**src/rtl/alu_sequencer.sv**
```systemverilog
// Multi-cycle control sequencer: fetch, decode and three-bus ALU execute for one instruction at a time.
// Optional build macro MULDIV_EN enables the two-result MUL/DIV ops (opcodes 01111, 10000).
module alu_sequencer (
  input  logic        clk,
  input  logic        reset_n,
  input  logic        run,
  input  logic        mem_ready,
  input  logic [31:0] IR_Data,
  output logic        PC_select,
  output logic        PC_enable,
  output logic        PC_increment_enable,
  output logic        IR_enable,
  output logic        Y_enable,
  output logic        Z_enable,
  output logic        Z_LO_select,
  output logic        Z_HI_select,
  output logic        MAR_enable,
  output logic        MDR_enable,
  output logic        MDR_select,
  output logic        read,
  output logic [15:0] reg_in_sel,
  output logic [15:0] reg_out_sel,
  output logic [4:0]  alu_instruction,
  output logic        done,
  output logic        halted,
  output logic        illegal
);

`ifdef MULDIV_EN
  localparam logic MULDIV_ON = 1'b1;
`else
  localparam logic MULDIV_ON = 1'b0;
`endif

  localparam logic [4:0] OP_LAST_ALU = 5'b01011;
  localparam logic [4:0] OP_MUL      = 5'b01111;
  localparam logic [4:0] OP_DIV      = 5'b10000;
  localparam logic [4:0] OP_HALT     = 5'b11111;

  typedef enum logic [3:0] {
    IDLE = 4'd0, T0 = 4'd1, T1 = 4'd2, T1W = 4'd3, T2 = 4'd4,
    T3   = 4'd5, T4 = 4'd6, T5 = 4'd7, T6  = 4'd8, HALT = 4'd9
  } state_t;

  function automatic logic is_muldiv(input logic [4:0] op);
    return MULDIV_ON && ((op == OP_MUL) || (op == OP_DIV));
  endfunction

  function automatic logic is_legal(input logic [4:0] op);
    return (op <= OP_LAST_ALU) || is_muldiv(op);
  endfunction

  state_t      state_r, state_s;
  logic [4:0]  op_r, op_s;
  logic [3:0]  ra_r, ra_s, rb_r, rb_s, rc_r, rc_s;
  logic        illegal_r, illegal_s;
  logic [11:0] en_s;
  logic [15:0] rin_s, rout_s;
  logic [4:0]  alu_s;
  logic        done_s, halted_s, illegal_out_s;
  logic        unused_ir_s;

  assign unused_ir_s = ^IR_Data[14:0];

  // Next-state and instruction-field latch logic
  always_comb begin
    state_s   = state_r;
    op_s      = op_r;
    ra_s      = ra_r;
    rb_s      = rb_r;
    rc_s      = rc_r;
    illegal_s = illegal_r;
    case (state_r)
      IDLE: if (run) state_s = T0; else state_s = IDLE;
      T0:   state_s = T1;
      T1:   if (mem_ready) state_s = T2; else state_s = T1W;
      T1W:  if (mem_ready) state_s = T2; else state_s = T1W;
      T2: begin
        if (is_legal(IR_Data[31:27])) begin
          state_s = T3;
          op_s    = IR_Data[31:27];
          ra_s    = IR_Data[26:23];
          rb_s    = IR_Data[22:19];
          rc_s    = IR_Data[18:15];
        end else if (IR_Data[31:27] == OP_HALT) begin
          state_s = HALT;
        end else begin
          state_s   = HALT;
          illegal_s = 1'b1;
        end
      end
      T3:   state_s = T4;
      T4:   state_s = T5;
      T5: begin
        if (is_muldiv(op_r)) state_s = T6;
        else if (run)        state_s = T0;
        else                 state_s = IDLE;
      end
      T6:   if (run) state_s = T0; else state_s = IDLE;
      HALT: state_s = HALT;
      default: state_s = IDLE;
    endcase
  end

  // Output decode from the upcoming state so the output flops track the state register.
  // en_s order: PC_select, PC_enable, PC_increment_enable, IR_enable, Y_enable, Z_enable,
  //             Z_LO_select, Z_HI_select, MAR_enable, MDR_enable, MDR_select, read
  always_comb begin
    en_s          = 12'h000;
    rin_s         = 16'h0000;
    rout_s        = 16'h0000;
    alu_s         = 5'd0;
    done_s        = 1'b0;
    halted_s      = 1'b0;
    illegal_out_s = 1'b0;
    case (state_s)
      T0:  en_s = 12'hA48;
      T1:  en_s = 12'h425;
      T1W: en_s = 12'h005;
      T2:  en_s = 12'h102;
      T3: begin
        en_s   = 12'h080;
        rout_s = 16'd1 << rb_s;
      end
      T4: begin
        en_s   = 12'h040;
        rout_s = 16'd1 << rc_s;
        alu_s  = op_s;
      end
      T5: begin
        en_s   = 12'h020;
        rin_s  = 16'd1 << ra_s;
        done_s = !is_muldiv(op_s);
      end
      T6: begin
        en_s   = 12'h010;
        rin_s  = 16'd1 << (ra_s + 4'd1);
        done_s = 1'b1;
      end
      HALT: begin
        halted_s      = 1'b1;
        illegal_out_s = illegal_s;
      end
      default: en_s = 12'h000;
    endcase
  end

  // State, latched fields and registered outputs
  always_ff @(posedge clk or negedge reset_n) begin
    if (!reset_n) begin
      state_r         <= IDLE;
      op_r            <= 5'd0;
      ra_r            <= 4'd0;
      rb_r            <= 4'd0;
      rc_r            <= 4'd0;
      illegal_r       <= 1'b0;
      {PC_select, PC_enable, PC_increment_enable, IR_enable, Y_enable, Z_enable,
       Z_LO_select, Z_HI_select, MAR_enable, MDR_enable, MDR_select, read} <= 12'h000;
      reg_in_sel      <= 16'h0000;
      reg_out_sel     <= 16'h0000;
      alu_instruction <= 5'd0;
      done            <= 1'b0;
      halted          <= 1'b0;
      illegal         <= 1'b0;
    end else begin
      state_r         <= state_s;
      op_r            <= op_s;
      ra_r            <= ra_s;
      rb_r            <= rb_s;
      rc_r            <= rc_s;
      illegal_r       <= illegal_s;
      {PC_select, PC_enable, PC_increment_enable, IR_enable, Y_enable, Z_enable,
       Z_LO_select, Z_HI_select, MAR_enable, MDR_enable, MDR_select, read} <= en_s;
      reg_in_sel      <= rin_s;
      reg_out_sel     <= rout_s;
      alu_instruction <= alu_s;
      done            <= done_s;
      halted          <= halted_s;
      illegal         <= illegal_out_s;
    end
  end

endmodule

```
**config.mk**
```make
export PLATFORM = sky130hd
export DESIGN_NAME = alu_sequencer
export DESIGN_NICKNAME = d
export VERILOG_FILES = /design/src/rtl/alu_sequencer.sv
export SDC_FILE = /design/constraint.sdc
export NUM_CORES = 1
export LEC_CHECK = 0
export BUFFER_PORTS_ARGS = -buffer_cell sky130_fd_sc_hd__buf_4
export CAP_MARGIN = 20
export CORE_AREA = 2 2 60 104
export DETAILED_ROUTE_END_ITERATION = 16
export DIE_AREA = 0 0 62 106
export HOLD_SLACK_MARGIN = 0.08
export PLACE_DENSITY = 0.88
export SLEW_MARGIN = 20
export SYNTH_ARGS = -nofsm -noshare
export SYNTH_HDL_FRONTEND = slang
export SYNTH_SLANG_ARGS = --single-unit
```
**constraint.sdc**
```tcl
create_clock -name clk -period 2.4 [get_ports clk]
set_clock_uncertainty 0.15 [all_clocks]
set_input_delay 0.24 -clock clk [delete_from_list [all_inputs] [get_ports clk]]
set_output_delay 0.24 -clock clk [all_outputs]
set_load 0.1 [all_outputs]
```
==> out/metrics.cfg, run 1 <==
[run_status]
status=complete, no violations

[floorplanning]
die_w_um=62
fp.dieH_um=106
io_pins=88
initial_core_util_pct=47.8
coreArea_mm2=0.00579
die_area_mm2=0.00657
num_rows=37

[setup_path]
r2r-end=reg_in_sel[6]
critPathCapture=reg_in_sel[6]
critical_path_class=reg -> reg
crit_buf_inv=1
reg2reg_setup_slack_ns=0.28
max_stage_delay_ns=0.57
rr_worst_depth=5
r2r_start=state_r[2]
crit_required_ns=2.48
crit_chain=nor4b_4 -> nand2_4 -> inv_1 -> a31oi_1 -> nor3_1
startpoint_type=register
cp_slowest_cell=dfrtp_1
crit_arrival_ns=2.21
end_kind=register
path_max_fanout=25
crit_family=simple AND/OR/NAND/NOR gates
crit_path_start=state_r[2]
worst-path-stages=5

[worst_hold_path]
hold_class=in -> reg

[clocking]
cts_resized=0
numCtsBuffers=9
cts-root-buf=clkbuf_8
cts_tree=built
cts_buffer_depth=2
h-tree-depth=3
path_clk_slew_ns=0.07
numClockSinks=68
clock_latency_ns=0.33

[final_layout]
n_antenna_cell=0
final_core_util_pct=64.9
final_common_cell=buf_4
nFillCells=448
final_cell_mix=77 x buf_4, 68 x dfrtp_1, 24 x nor2_1, 15 x nor3_1
nets=356
area_growth_pct=35.9
drive_gt1_share_pct=34.2
final_area_mm2=0.00376

[sta]
rsz0062_at_grt=no
min_period_ns=2.12
hold_viol_final=0
fmax_mhz=471
slew_headroom_pct=46.9
holdWs_ns=0.126
slew_violations=0
min_period_over_period_pct=88.4
tns_ns=0
setup_viol=0
tightestPinTransition_ns=0.796

[route]
drt-vias-per-instance=4.97
drc_errors=0
drt_first_pass_iters=4
vias=2003
ant_nets=0
wl_per_cell_um=13.7
drtIter0Drc=57
finalWirelength_um=5520

[global_routing]
grt_remaining_overflow=0
grt_pass1_vias=1975
grt_pass1_wl_um=8850
grt.total_usage_pct=18.5
antenna_found_initial=0
grt_max_degree=69

[placement]
dp_hpwl_um=3880
place_area_mm2=0.00337
gp_congestion=0.829
io_buffer_count=72

[power]
powerDensity_mw_per_mm2=1230
fin_total_pwr_mw=4.60
ir_worst_vdd_uv=603
p_leak_nw=1.93

[yosys]
ys_seq_elements=68
syn_inst=231
synth.avg_cell_area_um2=12.0
ys_types=41
synthArstFlopShare_pct=100
ys_seq_area_share_pct=61.6
syn_area_mm2=0.00276
synthesis.nets=267
synthFlopType=dfrtp_1
yosys_warnings=0
synth_edf_count=0

[job]
maxCapViolations=0

## layout make-up
class | count | area (um2) | share of cell area, %
well taps | 78 | 97.6 | 2.60
flip-flops and latches | 68 | 1700 | 45.3
inverters | 4 | 15.0 | 0.400
clock buffers | 12 | 155 | 4.13
repair buffers | 91 | 718 | 19.1
clock inverters | 4 | 95.1 | 2.53
multi-input cells | 146 | 973 | 25.9
## power by group
group	switching, mW	total [mW]	leakage (nW)	internal (mW)
Clock	0.393	1.14	0.127	0.746
Combinational	1.29	1.85	0.898	0.562
Sequential	0.230	1.61	0.907	1.38
Total	1.92	4.60	1.93	2.69
## registers in the layout, indices dropped and copies added, names as in the netlist, 2 cells and up
signal	count
rc_r	4
alu_instruction	5
rb_r	2
reg_out_sel	16
reg_in_sel	16
ra_r	4
state_r	4
op_r	5
## repair_timing
action | in CTS | in global routing
hold buffers | 14 | 0
buffers inserted | 0 | 0
hold endpoints to repair | 82 | 0
## cells in the mapped netlist, drive strengths merged (2+ instances only)
library cell	n	share of area, %
a21o	2	0.54
a21oi	6	1.2
a31oi	4	0.91
and2	6	1.4
and3	3	0.68
buf	7	1.9
clkbuf	6	0.81
dfrtp	68	62
inv	4	0.54
mux2	11	4.5
mux2i	15	5.9
nand2	14	2.2
nand2b	12	2.7
nand3	4	0.72
nor2	24	3.3
nor2b	5	1.1
nor3	15	2.7
nor3b	2	0.54
nor4b	2	1.2
o21ai	3	0.54
or2	2	0.45
or3	4	0.91
## layer usage
metal  vias to the layer above  part of all wire (%)  global-route usage, %
met2                        62                    58                   31.8
met1                       967                    36                   19.4
met5                         -                     0                      0
met3                        12                   3.5                   3.28
met4                         0                   2.8                   11.4
li1                        962                     -                      -
## cells by family (layout without fill, tap and decap cells)
kind of cell / Yosys count / after routing / synth area share, %
and+or+nand+nor: 96 / 96 / 19.0
DFF: 68 / 68 / 61.6
muxes: 26 / 26 / 10.4
AOI/OAI and AO/OA: 23 / 23 / 5.70
buffers and inverters: 17 / 111 / 3.21
other: 1 / 1 / 0.136
## worst min-delay path by stage
| stage | from | endpoint | slack, ns | cells past startpoint |
|---|---|---|---|---|
| after global routing | IR_Data[23] | reg_in_sel[15] | 0.13 | 3 |
| after global placement | reset_n | alu_instruction[0] | 0.22 | 1 |
| final | IR_Data[24] | reg_in_sel[15] | 0.13 | 3 |
| after detailed placement | reset_n | alu_instruction[3] | 0.24 | 1 |
| after CTS | IR_Data[25] | ra_r[2] | 0.1 | 3 |
| after floorplan | reset_n | IR_enable | -0.21 | 0 |
## through the flow
stage,setup slack [ns],instances
after floorplan,0.532,231
after global placement,0.386,373
after detailed placement,0.330,373
after CTS,0.310,403
after global routing,0.157,403
final,0.277,403
## worst min-delay path, cell delays in order
cell,delay (ns)
buf_4,0.10
a41oi_1,0.12
nor2_1,0.09
No activity file was read; power rests on OpenSTA's default activity.
==> run 2, diff against run 1 <==
--- a/config.mk
+++ b/config.mk
@@ -7,12 +7,12 @@
 export LEC_CHECK = 0
 export BUFFER_PORTS_ARGS = -buffer_cell sky130_fd_sc_hd__buf_4
 export CAP_MARGIN = 20
-export CORE_AREA = 2 2 60 104
+export CORE_AREA = 2 2 82 84
 export DETAILED_ROUTE_END_ITERATION = 16
-export DIE_AREA = 0 0 62 106
+export DIE_AREA = 0 0 84 86
 export HOLD_SLACK_MARGIN = 0.08
-export PLACE_DENSITY = 0.88
-export SLEW_MARGIN = 20
+export PLACE_DENSITY = 0.85
+export SLEW_MARGIN = 10
 export SYNTH_ARGS = -nofsm -noshare
 export SYNTH_HDL_FRONTEND = slang
 export SYNTH_SLANG_ARGS = --single-unit
==> constraint.sdc (replaced) <==
create_clock -name clk -period 1.8 [get_ports clk]
set_clock_uncertainty 0.15 [all_clocks]
set_input_delay 0.18 -clock clk [delete_from_list [all_inputs] [get_ports clk]]
set_output_delay 0.18 -clock clk [all_outputs]
set_load 0.1 [all_outputs]
==> run 2 against run 1 <==
Compared with the run above: first-iteration DRC count increased by 70%; non-clock buffer count increased by 19; routed wire length increased by 9.3%; utilization decreased by 1.5 points; clock power increased by 22%; largest cell class unchanged.
==> out/metrics.cfg, run 2 (synthesized netlist as in run 1, its figures left out) <==
[run_status]
status=complete, no violations  ; unchanged

[route]
drt_first_pass_iters=4  ; unchanged
vias=2077  ; was 2003
drc_errors=0  ; unchanged
drtIter0Drc=97  ; was 57
ant_nets=0  ; unchanged
wl_per_cell_um=14.3  ; was 13.7 um
finalWirelength_um=6030  ; was 5520 um
drt-vias-per-instance=4.93  ; was 4.97

[setup_path]
crit_required_ns=1.91  ; was 2.48 ns
crit_buf_inv=1  ; unchanged
rr_worst_depth=5  ; unchanged
reg2reg_setup_slack_ns=0.06  ; was 0.28 ns
crit_family=simple AND/OR/NAND/NOR gates  ; unchanged
max_stage_delay_ns=0.42  ; was 0.57 ns
r2r-end=reg_in_sel[14]  ; was reg_in_sel[6]
cp_slowest_cell=dfrtp_1  ; unchanged
critical_path_class=reg -> reg  ; unchanged
r2r_start=state_r[1]  ; was state_r[2]
end_kind=register  ; unchanged
crit_arrival_ns=1.85  ; was 2.21 ns
startpoint_type=register  ; unchanged
path_max_fanout=6  ; was 25
crit_chain=nor4b_4 -> nand2_4 -> mux2i_4 -> buf_4 -> nor3_1  ; was nor4b_4 -> nand2_4 -> inv_1 -> a31oi_1 -> nor3_1
worst-path-stages=5  ; unchanged

[sta]
slew_headroom_pct=63.0  ; was 46.9%
min_period_ns=1.74  ; was 2.12 ns
setup_viol=0  ; unchanged
holdWs_ns=0.158  ; was 0.126 ns
slew_violations=0  ; unchanged
setup_ws_ns=0.0551  ; was 0.277 ns
hold_viol_final=0  ; unchanged
rsz0062_at_grt=yes  ; was no
fmax_mhz=573  ; was 471 MHz
min_period_over_period_pct=96.9  ; was 88.4%
tightestPinTransition_ns=0.555  ; was 0.796 ns

[worst_hold_path]
hold_end=rc_r[2]  ; was reg_in_sel[15]
min_from=IR_Data[31]  ; was IR_Data[24]
hold_class=in -> reg  ; unchanged
hold_depth=4  ; was 3

[global_routing]
grt_pass1_vias=2008  ; was 1975
antenna_found_initial=0  ; unchanged
grt.total_usage_pct=17.4  ; was 18.5%
grt_max_degree=44  ; was 69
grt_remaining_overflow=0  ; unchanged
grt_pass1_wl_um=9740  ; was 8850 um

[placement]
place_area_mm2=0.00347  ; was 0.00337 mm2
io_buffer_count=72  ; unchanged
place_inst=383  ; was 373
pre_cts_slack_ns=-0.0676  ; was 0.330 ns
gp_congestion=0.721  ; was 0.829
dp_hpwl_um=4120  ; was 3880 um

[final_layout]
n_antenna_cell=0  ; unchanged
drive_gt1_share_pct=40.4  ; was 34.2%
final_area_mm2=0.00398  ; was 0.00376 mm2
final_common_cell=buf_4  ; unchanged
final_cell_mix=89 x buf_4, 68 x dfrtp_1, 23 x nor2_1, 19 x dlygate4sd3_1, 14 x nor3_1  ; was 77 x buf_4, 68 x dfrtp_1, 24 x nor2_1, 15 x nor3_1
nFillCells=510  ; was 448
nets=375  ; was 356
area_growth_pct=44.0  ; was 35.9%
layoutNonFillerInstCount=421  ; was 403
reg_top3=reg_in_sel x16, reg_out_sel x16  ; unchanged

[power]
fin_total_pwr_mw=6.32  ; was 4.60 mW
powerDensity_mw_per_mm2=1590  ; was 1230 mW/mm2
ir_worst_vdd_uv=1230  ; was 603 uV
p_leak_nw=1.99  ; was 1.93 nW

[clocking]
cts_buffer_depth=2  ; unchanged
clock_latency_ns=0.34  ; was 0.33 ns
numCtsBuffers=9  ; unchanged
h-tree-depth=3  ; unchanged
cts_tree=built  ; unchanged
numClockSinks=68  ; unchanged
cts-root-buf=clkbuf_8  ; unchanged
path_clk_slew_ns=0.08  ; was 0.07 ns

[floorplanning]
initial_core_util_pct=44.0  ; was 47.8%
fp.dieH_um=86  ; was 106 um
die_w_um=84  ; was 62 um
die_area_mm2=0.00722  ; was 0.00657 mm2
io_pins=88  ; unchanged
num_rows=29  ; was 37
coreArea_mm2=0.00628  ; was 0.00579 mm2

[job]
maxCapViolations=0  ; unchanged

run 2: cell types whose count changed in the layout (fill, tap and decap cells not counted), moves of 2 or more:
cell           delta
buf_4            +12
dlygate4sd3_1     +5
a31oi_1           -4
a31oi_2           +4
clkinvlp_4        +3
mux2i_1           -3
buf_12            +2
clkbuf_8          -2
inv_6             +2
mux2i_2           +2
run 2: worst register-to-register path, stage by stage (launching register included):
cell and delay [ns]:
dfrtp_1 0.42, nor4b_4 0.36, nand2_4 0.16, mux2i_4 0.24
buf_4 0.16, nor3_1 0.18
run 2: how the worst max path moves through the flow:
stage                    start              to  slack [ns]
finish              state_r[1]  reg_in_sel[14]        0.06
global route        state_r[3]   reg_in_sel[1]       -0.05
CTS                 state_r[0]   reg_in_sel[1]       0.006
detailed placement  state_r[3]   reg_in_sel[8]       -0.07
global placement    state_r[3]   reg_in_sel[0]       -0.01
floorplan           state_r[1]         rc_r[1]       -0.02
run 2: per-layer routing:
metal | track usage (%) | wire, um
met1 | 22.3 | 2590
met2 | 28.8 | 3060
met3 | 4.04 | 286
met4 | 7.04 | 102
met5 | 0 | 0
run 2: what timing repair did:
action                                  4_1_cts  5_1_grt
endpoints found under the hold margin        72        0
gates resized for setup                       3       12
endpoints found under the setup margin       16       26
setup buffers                                 0        3
cloned                                        0        0
hold buffers                                 19        0
pin swaps                                     0        3
run 2: final cells by class:
type,count,area [um2],share of cell area (%)
Inverter,4,18.8,0.472
Timing Repair Buffer,110,898,22.6
Tap cell,77,96.3,2.42
Clock inverter,7,97.6,2.45
Sequential cell,68,1700,42.8
Multi-Input combinational cell,146,1040,26.2
Clock buffer,9,124,3.11
run 2: metrics by stage:
step | TNS, ns | utilization [%]
finish | 0 | 63.4
floorplan | -0.291 | -
detailed placement | -0.389 | 55.3
CTS | 0 | 62.1
global route | -0.325 | 63.4
global placement | -0.0285 | 55.3
run 2: report_power, final:
| part | total, mW | switching (mW) | internal [mW] | leakage (nW) |
|---|---|---|---|---|
| clock network | 1.39 | 0.602 | 0.786 | 0.106 |
| logic | 2.86 | 1.91 | 0.950 | 0.980 |
| registers | 2.07 | 0.232 | 1.84 | 0.907 |
